<file path="src/rtl/ram_arb_pkg.sv">
// Shared definitions for the RAM command-port arbiter: FSM states, port indices and the
// read-data pattern returned when a transaction times out.
package ram_arb_pkg;

  typedef enum logic [1:0] {
    StIdle,
    StIssue,
    StWait,
    StResp
  } arb_state_e;

  localparam logic        PORT_VID  = 1'b0;
  localparam logic        PORT_HOST = 1'b1;
  localparam logic [15:0] ERR_RDATA = 16'hDEAD;

endpackage

</file>
<file path="src/rtl/ram_arb_prio_sel.sv">
// Winner select for the two requesters: video has priority, except that the host port is
// forced once it has watched STARVE_MAX consecutive video grants.
module ram_arb_prio_sel
  import ram_arb_pkg::*;
#(
  parameter int unsigned STARVE_MAX = 4
) (
  input  logic clk,
  input  logic reset,
  input  logic req0,
  input  logic req1,
  input  logic grant_en,
  output logic winner
);

  localparam int unsigned CntW = $clog2(STARVE_MAX + 1);

  logic [CntW-1:0] starve_q, starve_d;
  logic            forced;

  always_comb begin
    forced = (starve_q == CntW'(STARVE_MAX));
    winner = PORT_VID;
    if (req1 && (!req0 || forced)) begin
      winner = PORT_HOST;
    end
  end

  // A grant is made whenever grant_en is high and some port requests; with req1 high that holds.
  always_comb begin
    starve_d = starve_q;
    if (!req1) begin
      starve_d = '0;
    end else if (grant_en) begin
      if (winner == PORT_HOST) begin
        starve_d = '0;
      end else if (!forced) begin
        starve_d = starve_q + 1'b1;
      end
    end
  end

  always_ff @(posedge clk) begin
    if (reset) begin
      starve_q <= '0;
    end else begin
      starve_q <= starve_d;
    end
  end

endmodule

</file>
<file path="src/rtl/ram_port_arbiter.sv">
// Shares one RAM controller command port between the video read path and the serial host path,
// one transaction at a time. Define RAM_ARB_TIMEOUT_EN to bound the WAIT state to TIMEOUT_CYC.
module ram_port_arbiter
  import ram_arb_pkg::*;
#(
  parameter int unsigned ADDR_W      = 26,
  parameter int unsigned DATA_W      = 16,
  parameter int unsigned STARVE_MAX  = 4,
  parameter int unsigned TIMEOUT_CYC = 1024
) (
  input  logic              clk,
  input  logic              reset,
  input  logic              rq0_req,
  input  logic              rq0_we,
  input  logic [ADDR_W-1:0] rq0_addr,
  input  logic [DATA_W-1:0] rq0_wdata,
  output logic              rq0_ack,
  output logic [DATA_W-1:0] rq0_rdata,
  output logic              rq0_err,
  input  logic              rq1_req,
  input  logic              rq1_we,
  input  logic [ADDR_W-1:0] rq1_addr,
  input  logic [DATA_W-1:0] rq1_wdata,
  output logic              rq1_ack,
  output logic [DATA_W-1:0] rq1_rdata,
  output logic              rq1_err,
  output logic              ram_wr,
  output logic              ram_re,
  output logic [ADDR_W-1:0] ram_addr,
  output logic [DATA_W-1:0] ram_wdata,
  input  logic [DATA_W-1:0] ram_rdata,
  input  logic              ram_ack_wr,
  input  logic              ram_ack_re,
  output logic              grant
);

  if (TIMEOUT_CYC < 2 || STARVE_MAX < 1) begin : g_param_check
    $error("ram_port_arbiter: TIMEOUT_CYC must be >= 2 and STARVE_MAX >= 1");
  end

  arb_state_e        state_q, state_d;
  logic              grant_q, we_q, err_q;
  logic [ADDR_W-1:0] addr_q;
  logic [DATA_W-1:0] wdata_q, rdata0_q, rdata1_q, cap_data;
  logic              winner, match_ack, timeout;

  ram_arb_prio_sel #(
    .STARVE_MAX(STARVE_MAX)
  ) u_prio_sel (
    .clk     (clk),
    .reset   (reset),
    .req0    (rq0_req),
    .req1    (rq1_req),
    .grant_en(state_q == StIdle),
    .winner  (winner)
  );

  // Only the ack matching the strobe type completes a transaction.
  assign match_ack = we_q ? ram_ack_wr : ram_ack_re;

`ifdef RAM_ARB_TIMEOUT_EN
  localparam int unsigned ToW = $clog2(TIMEOUT_CYC);

  logic [ToW-1:0] to_cnt_q;

  assign timeout = (state_q == StWait) && !match_ack && (to_cnt_q == ToW'(TIMEOUT_CYC - 1));

  always_ff @(posedge clk) begin
    if (reset || state_q != StWait) begin
      to_cnt_q <= '0;
    end else begin
      to_cnt_q <= to_cnt_q + 1'b1;
    end
  end
`else
  assign timeout = 1'b0;
`endif

  always_comb begin
    state_d = state_q;
    unique case (state_q)
      StIdle:  if (rq0_req || rq1_req) state_d = StIssue;
      StIssue: state_d = StWait;
      StWait:  if (match_ack || timeout) state_d = StResp;
      StResp:  state_d = StIdle;
      default: state_d = StIdle;
    endcase
  end

  assign cap_data = timeout ? DATA_W'(ERR_RDATA) : ram_rdata;

  always_ff @(posedge clk) begin
    if (reset) begin
      state_q  <= StIdle;
      grant_q  <= PORT_VID;
      we_q     <= 1'b0;
      err_q    <= 1'b0;
      addr_q   <= '0;
      wdata_q  <= '0;
      rdata0_q <= '0;
      rdata1_q <= '0;
    end else begin
      state_q <= state_d;
      if (state_q == StIdle && state_d == StIssue) begin
        grant_q <= winner;
        we_q    <= (winner == PORT_HOST) ? rq1_we    : rq0_we;
        addr_q  <= (winner == PORT_HOST) ? rq1_addr  : rq0_addr;
        wdata_q <= (winner == PORT_HOST) ? rq1_wdata : rq0_wdata;
      end
      if (state_q == StWait && state_d == StResp) begin
        err_q <= timeout;
        if (!we_q) begin
          if (grant_q == PORT_HOST) begin
            rdata1_q <= cap_data;
          end else begin
            rdata0_q <= cap_data;
          end
        end
      end
    end
  end

  assign ram_wr    = (state_q == StIssue || state_q == StWait) && we_q;
  assign ram_re    = (state_q == StIssue || state_q == StWait) && !we_q;
  assign ram_addr  = addr_q;
  assign ram_wdata = wdata_q;
  assign grant     = grant_q;
  assign rq0_ack   = (state_q == StResp) && (grant_q == PORT_VID);
  assign rq1_ack   = (state_q == StResp) && (grant_q == PORT_HOST);
  assign rq0_err   = rq0_ack && err_q;
  assign rq1_err   = rq1_ack && err_q;
  assign rq0_rdata = rdata0_q;
  assign rq1_rdata = rdata1_q;

endmodule
</file>
<file path="config.mk">
export PLATFORM = sky130hd
export DESIGN_NAME = ram_port_arbiter
export DESIGN_NICKNAME = d
export VERILOG_FILES = /design/src/rtl/ram_arb_pkg.sv /design/src/rtl/ram_arb_prio_sel.sv /design/src/rtl/ram_port_arbiter.sv
export SDC_FILE = /design/constraint.sdc
export NUM_CORES = 1
export LEC_CHECK = 0
export BUFFER_PORTS_ARGS = -buffer_cell sky130_fd_sc_hd__buf_2
export CAP_MARGIN = 20
export CELL_PAD_IN_SITES_DETAIL_PLACEMENT = 0
export CELL_PAD_IN_SITES_GLOBAL_PLACEMENT = 1
export CORE_MARGIN = 2
export CORE_UTILIZATION = 35
export CTS_CLUSTER_DIAMETER = 50
export CTS_CLUSTER_SIZE = 20
export DETAILED_ROUTE_END_ITERATION = 7
export GPL_TIMING_DRIVEN = 0
export PLACE_DENSITY = 0.85
export REMOVE_ABC_BUFFERS = 1
export SLEW_MARGIN = 0
export SYNTH_ARGS = -nofsm -noshare
export SYNTH_HDL_FRONTEND = slang
export SYNTH_SLANG_ARGS = --single-unit
</file>
<file path="constraint.sdc">
create_clock -name clk -period 4.1 [get_ports clk]
set_clock_uncertainty 0.15 [all_clocks]
set_input_delay 1.025 -clock clk [delete_from_list [all_inputs] [get_ports clk]]
set_output_delay 1.025 -clock clk [all_outputs]
set_load 0.005 [all_outputs]
</file>
After elaboration in Yosys (flattened, before gate mapping)
Cells that the tools add are included.
W data, S select, Z words.
{"block": "totals", "reg_bits": 81, "in_bits": 108, "out_inout_bits": 81, "wordCells": 46}
{"block": "op_classes", "addsub": 1, "n_eq_ne": 7, "n_mux": 10, "bitwise": 3, "reduce_logical": 17}
{"cell": "$mux W26", "count": 1}
{"cell": "$mux W16", "count": 1}
{"cell": "$pmux W2 S4", "count": 1}
{"cell": "$logic_and A1 B1 Y1", "count": 7}
{"cell": "$eq A2 B2 Y1 const B", "count": 3}
{"cell": "$mux W3", "count": 2}
{"cell": "$reduce_and A3 Y1", "count": 2}
{"cell": "$eq A2 B1 Y1 const B", "count": 2}
{"cell": "$mux W2", "count": 2}
{"cell": "$add A3 B1 Y3 const B", "count": 1}
{"cell": "$eq A3 B3 Y1 const B", "count": 1}
{"cell": "$logic_or A1 B1 Y1", "count": 3}
{"cell": "$mux W1", "count": 3}
{"cell": "$not A1 Y1", "count": 3}
{"cell": "$logic_not A1 Y1", "count": 2}
{"cell": "$logic_not A2 Y1", "count": 1}
{"cell": "$ne A2 B2 Y1 const B", "count": 1}
{"cell": "$reduce_and A2 Y1", "count": 1}
{"cell": "$reduce_or A2 Y1", "count": 1}

Depth between registers and ports, before layout
{"block": "depth", "depth_word": 6, "ltp_mapped": 10, "mapped_depth_nobuf": 6}

Modules after synthesis
A second synthesis with hierarchy kept.
{"block": "hier_totals", "hier_cells": 359, "area_unflattened_um2": 3609.7}
{"mod": "ram_port_arbiter", "n_inst": 1, "cells_per_inst": 339, "area_per_inst_um2": 3429.5, "seq_area_each_um2": 1561.5}
{"mod": "ram_arb_prio_sel", "n_inst": 1, "cells_per_inst": 20, "area_per_inst_um2": 180.2, "seq_area_each_um2": 60.1}

Least setup slack after synthesis
OpenSTA, ideal clock, no wires.
{"block": "synth_path", "path_type": "input to register", "startpoint": "in ram_ack_wr", "endpoint": "reg rdata0_q[10], in the netlist rq0_rdata[10]", "setup_ns": 0.072, "arrival_time_ns": 2.118, "t_required_ns": 3.878, "setup_slack_ns": 1.761, "stages": 6, "n_path_buf": 2, "cell_sequence": "mux2i_1 -> a22o_1 -> buf_6 -> nor3_4 -> buf_12 -> mux2i_1"}
{"block": "synth_via", "elab_chain_cells": 6}
{"item": "start, declared", "line_no": "ram_port_arbiter.sv:32", "source": "input logic ram_ack_wr,"}
{"item": "$mux W1", "line_no": "ram_port_arbiter.sv:59", "source": "assign match_ack = we_q ? ram_ack_wr : ram_ack_re;"}
{"item": "$mux W2", "line_no": "ram_port_arbiter.sv:84", "source": "StWait: if (match_ack || timeout) state_d = StResp;"}
{"item": "$pmux W2 S4", "line_no": "ram_port_arbiter.sv:81", "source": "unique case (state_q)"}
{"item": "$eq A2 B2 Y1", "line_no": "ram_port_arbiter.sv:110", "source": "if (state_q == StWait && state_d == StResp) begin"}
{"item": "$logic_and A1 B1 Y1", "line_no": "ram_port_arbiter.sv:110"}
{"item": "$reduce_and A3 Y1 (no line)"}
{"item": "end signal, assigned", "line_no": "ram_port_arbiter.sv:116", "source": "rdata0_q <= cap_data;"}
{"item": "end, declared", "line_no": "ram_port_arbiter.sv:44", "source": "logic [DATA_W-1:0] wdata_q, rdata0_q, rdata1_q, cap_data;"}
Every way passes these cells.
A chain may end at the register's enable or synchronous reset.

Worst setup path after layout
{"block": "layout_path", "startpoint": "in rq0_req", "endpoint": "reg rdata1_q[14], in the netlist rq1_rdata[14]"}
{"block": "layout_via", "elab_chain_cells": 6}
{"item": "start, declared", "line_no": "ram_port_arbiter.sv:13", "source": "input logic rq0_req,"}
{"item": "$logic_or A1 B1 Y1", "line_no": "ram_port_arbiter.sv:82", "source": "StIdle: if (rq0_req || rq1_req) state_d = StIssue;"}
{"item": "$mux W2", "line_no": "ram_port_arbiter.sv:82"}
{"item": "$pmux W2 S4", "line_no": "ram_port_arbiter.sv:81"}
{"item": "$eq A2 B2 Y1", "line_no": "ram_port_arbiter.sv:110"}
{"item": "$logic_and A1 B1 Y1", "line_no": "ram_port_arbiter.sv:110"}
{"item": "$reduce_and A3 Y1 (no line)"}
{"item": "end signal, assigned", "line_no": "ram_port_arbiter.sv:114", "source": "rdata1_q <= cap_data;"}
{"item": "end, declared", "line_no": "ram_port_arbiter.sv:44"}
Every way passes these cells.

==> metrics.txt <==
status=finished clean; WL final=8916 um; Crit Path Class=in -> reg; routed vias/inst=4.670; PwrDens=625.6 nW/um2; top_reg_cell synth=dfxtp_1; HP Class=reg -> reg; CP max stage delay=0.66 ns; final hold vios=0; Reg2Reg Depth=6; Yosys top cell area share=44.49%; pre-CTS setup slack=0.7925 ns; number of buffers created by CTS=9; GR Layer Usage met1=19.41%; Max Root-Sink Buffers=2; count leader, synth=dfxtp_1; Detail Route Antenna Nets=0; register area=1622 um2; worst-path maximum fanout=19; post-CTS sizing=0; global routing usage on met3=3.801%; Synth Warn #=0; # Post-CTS Setup Buffers=0; RSZ-0062 raised after global routing=no; Setup Viol. Count Final=0; Post-synth EDFFs=0; number of global-route vias before repair=3078; LEAKAGE=2.187 nW; global route total overflow=0; Final Cycle Share=71.02%; drt first pass iters=4; fmax=343.4 MHz; CP Launch Type=primary input; asr flop ratio synth=0%; Cells after Synth=384; worst flop-to-flop path endpoint=rq0_rdata[4]; worst vdd ir=0.0002728 V; Syn-to-layout area delta=31.99%; final worst setup slack=1.188 ns; CTS Hold Buffers Added=0; placer congestion estimate=0.7459; Synth area leader=dfxtp_1; register area share after synthesis=44.49%; commonest cells in the netlist=81 x dfxtp_1, 61 x mux2i_1, 48 x nor2_1; max_slew headroom=27.69%; first-pass GRT wire length=14420 um; busiest grt layer=met2; initial drt markers=125; die area=11250 um2; slowest library cell on the worst path=a22o_1; # DRC=0; Die Span Y=106.0 um; count of pins over their slew limit=0; Diodes inserted=0; Port-buffer cells=186; clk sink count=81; # rows=37; M2 GR Usage=26.77%; initial core utilization=35.62%; Worst R2R Start=state_q[0]; footprint of the multi-input gates=1836 um2; WHS Endpoint=rq0_rdata[12]; max-capacitance violation count=0; nets@finish=666; synthesized flop and latch total=81; Detail Placement HPWL=6498 um; CTS tree=yes; WP data required=4.16 ns; worst-skew pair later-pin latency=0.34 ns; initial antenna violation count=0; synth top area cells=dfxtp_1 44%, mux2i_1 17%, a211oi_1 8.9%; hold_sp=rq0_rdata[12]; per-cell routed wire length=12.85 um; # fillers=1007; total power=3.010 mW; largest net degree at the start of global routing=96; All-Layer GR Usage=15.94%; Arr. time, crit path=2.97 ns; worst-margin pin slew=1.081 ns; flop2flop setup slack=1.36 ns; CP endpoint kind=flop; Worst-path clk slew=0.08 ns; Min Clock Period, post-route=2.912 ns; routed vias=3241; H-tree levels=3; crit-path cells=buf_2 -> nor3_1 -> a22o_1 -> or2_1 -> o21ai_1; Yosys cell types=30; ratio of cells with drive above 1 in the final layout=37.46%; Mapped Area=3645 um2; Avg Cell Area, Syn=9.492 um2; Die Width=106.0 um; CTS root buffer=clkbuf_8; Hold Path Stages=2; core area=10230 um2; # IOs=189
## worst max-delay path: cells and delay by family
kind / cells / cell delay (ns)
simple gates: 2 / 1.00
compound gates: 2 / 0.80
buf+inv: 1 / 0.14
## flip-flops by register name, indices dropped and copies added (netlist names)
name and flops:
grant 1, state_q 2, rq0_rdata 16, rq1_rdata 16, we_q 1, ram_wdata 16
u_prio_sel.starve_q 3, ram_addr 26
## worst max-delay path by stage
stage,cells past startpoint,endpoint,start,slack (ns)
2_1_floorplan,4,ram_addr[0],rq1_req,-0.88
3_3_place_gp,5,ram_wdata[3],rq1_req,-2.07
3_5_place_dp,5,rq1_rdata[14],rq0_req,0.79
4_1_cts,5,rq1_rdata[14],rq0_req,1.18
5_1_grt,5,rq1_rdata[15],rq0_req,1.10
6_report,5,rq1_rdata[14],rq0_req,1.19
## through the flow
| step | cells | setup TNS [ns] | area [um2] | util, % | hold slack [ns] |
|---|---|---|---|---|---|
| detailed placement | 678 | 0 | 4648 | 45.43 | 0.3126 |
| floorplan | 352 | -38.35 | 3462 | - | 0.3127 |
| global route | 694 | 0 | 4811 | 47.02 | 0.3332 |
| CTS | 694 | 0 | 4811 | 47.02 | 0.3240 |
| finish | 694 | 0 | 4811 | 47.02 | 0.3213 |
| global placement | 674 | -83.15 | 4563 | 44.60 | 0.3049 |
## power by group
part           leakage [nW]  internal, mW  switching, mW
Combinational          1.44         0.603          0.722
Sequential            0.663          1.05          0.133
Clock                0.0818         0.216          0.286
## layer usage
layer / share of wire, % / vias up
li1: - / 1668
met1: 44 / 1435
met2: 47 / 127
met3: 6.9 / 11
met4: 1.6 / 0
met5: 0 / -
## cells by family after synthesis
logic type      synth area share [%]
other cells                   0.1029
simple gates                   16.51
buf+inv                        5.733
fa+ha+maj                      1.716
mux                            16.75
compound gates                 14.69
flops                          44.49
## cells in the final DEF (no fill, tap or decap), types with 6 or more instances in the layout
cell type / n
o21ai_0: 15
o21ai_1: 17
nor2b_1: 18
a211oi_1: 43
clkbuf_8: 9
nor2_1: 48
buf_2: 185
inv_1: 6
nand2b_1: 35
dfxtp_1: 81
mux2i_1: 61
## area by class of cell
class	instances	share of cell area (%)
clock buffers	10	2.653
clock inverters	6	0.7282
inverters	6	0.4681
multi-input cells	265	38.15
flip-flops and latches	81	33.71
repair buffers	190	20.75
well taps	136	3.537
(Power assumes the default switching activity.)
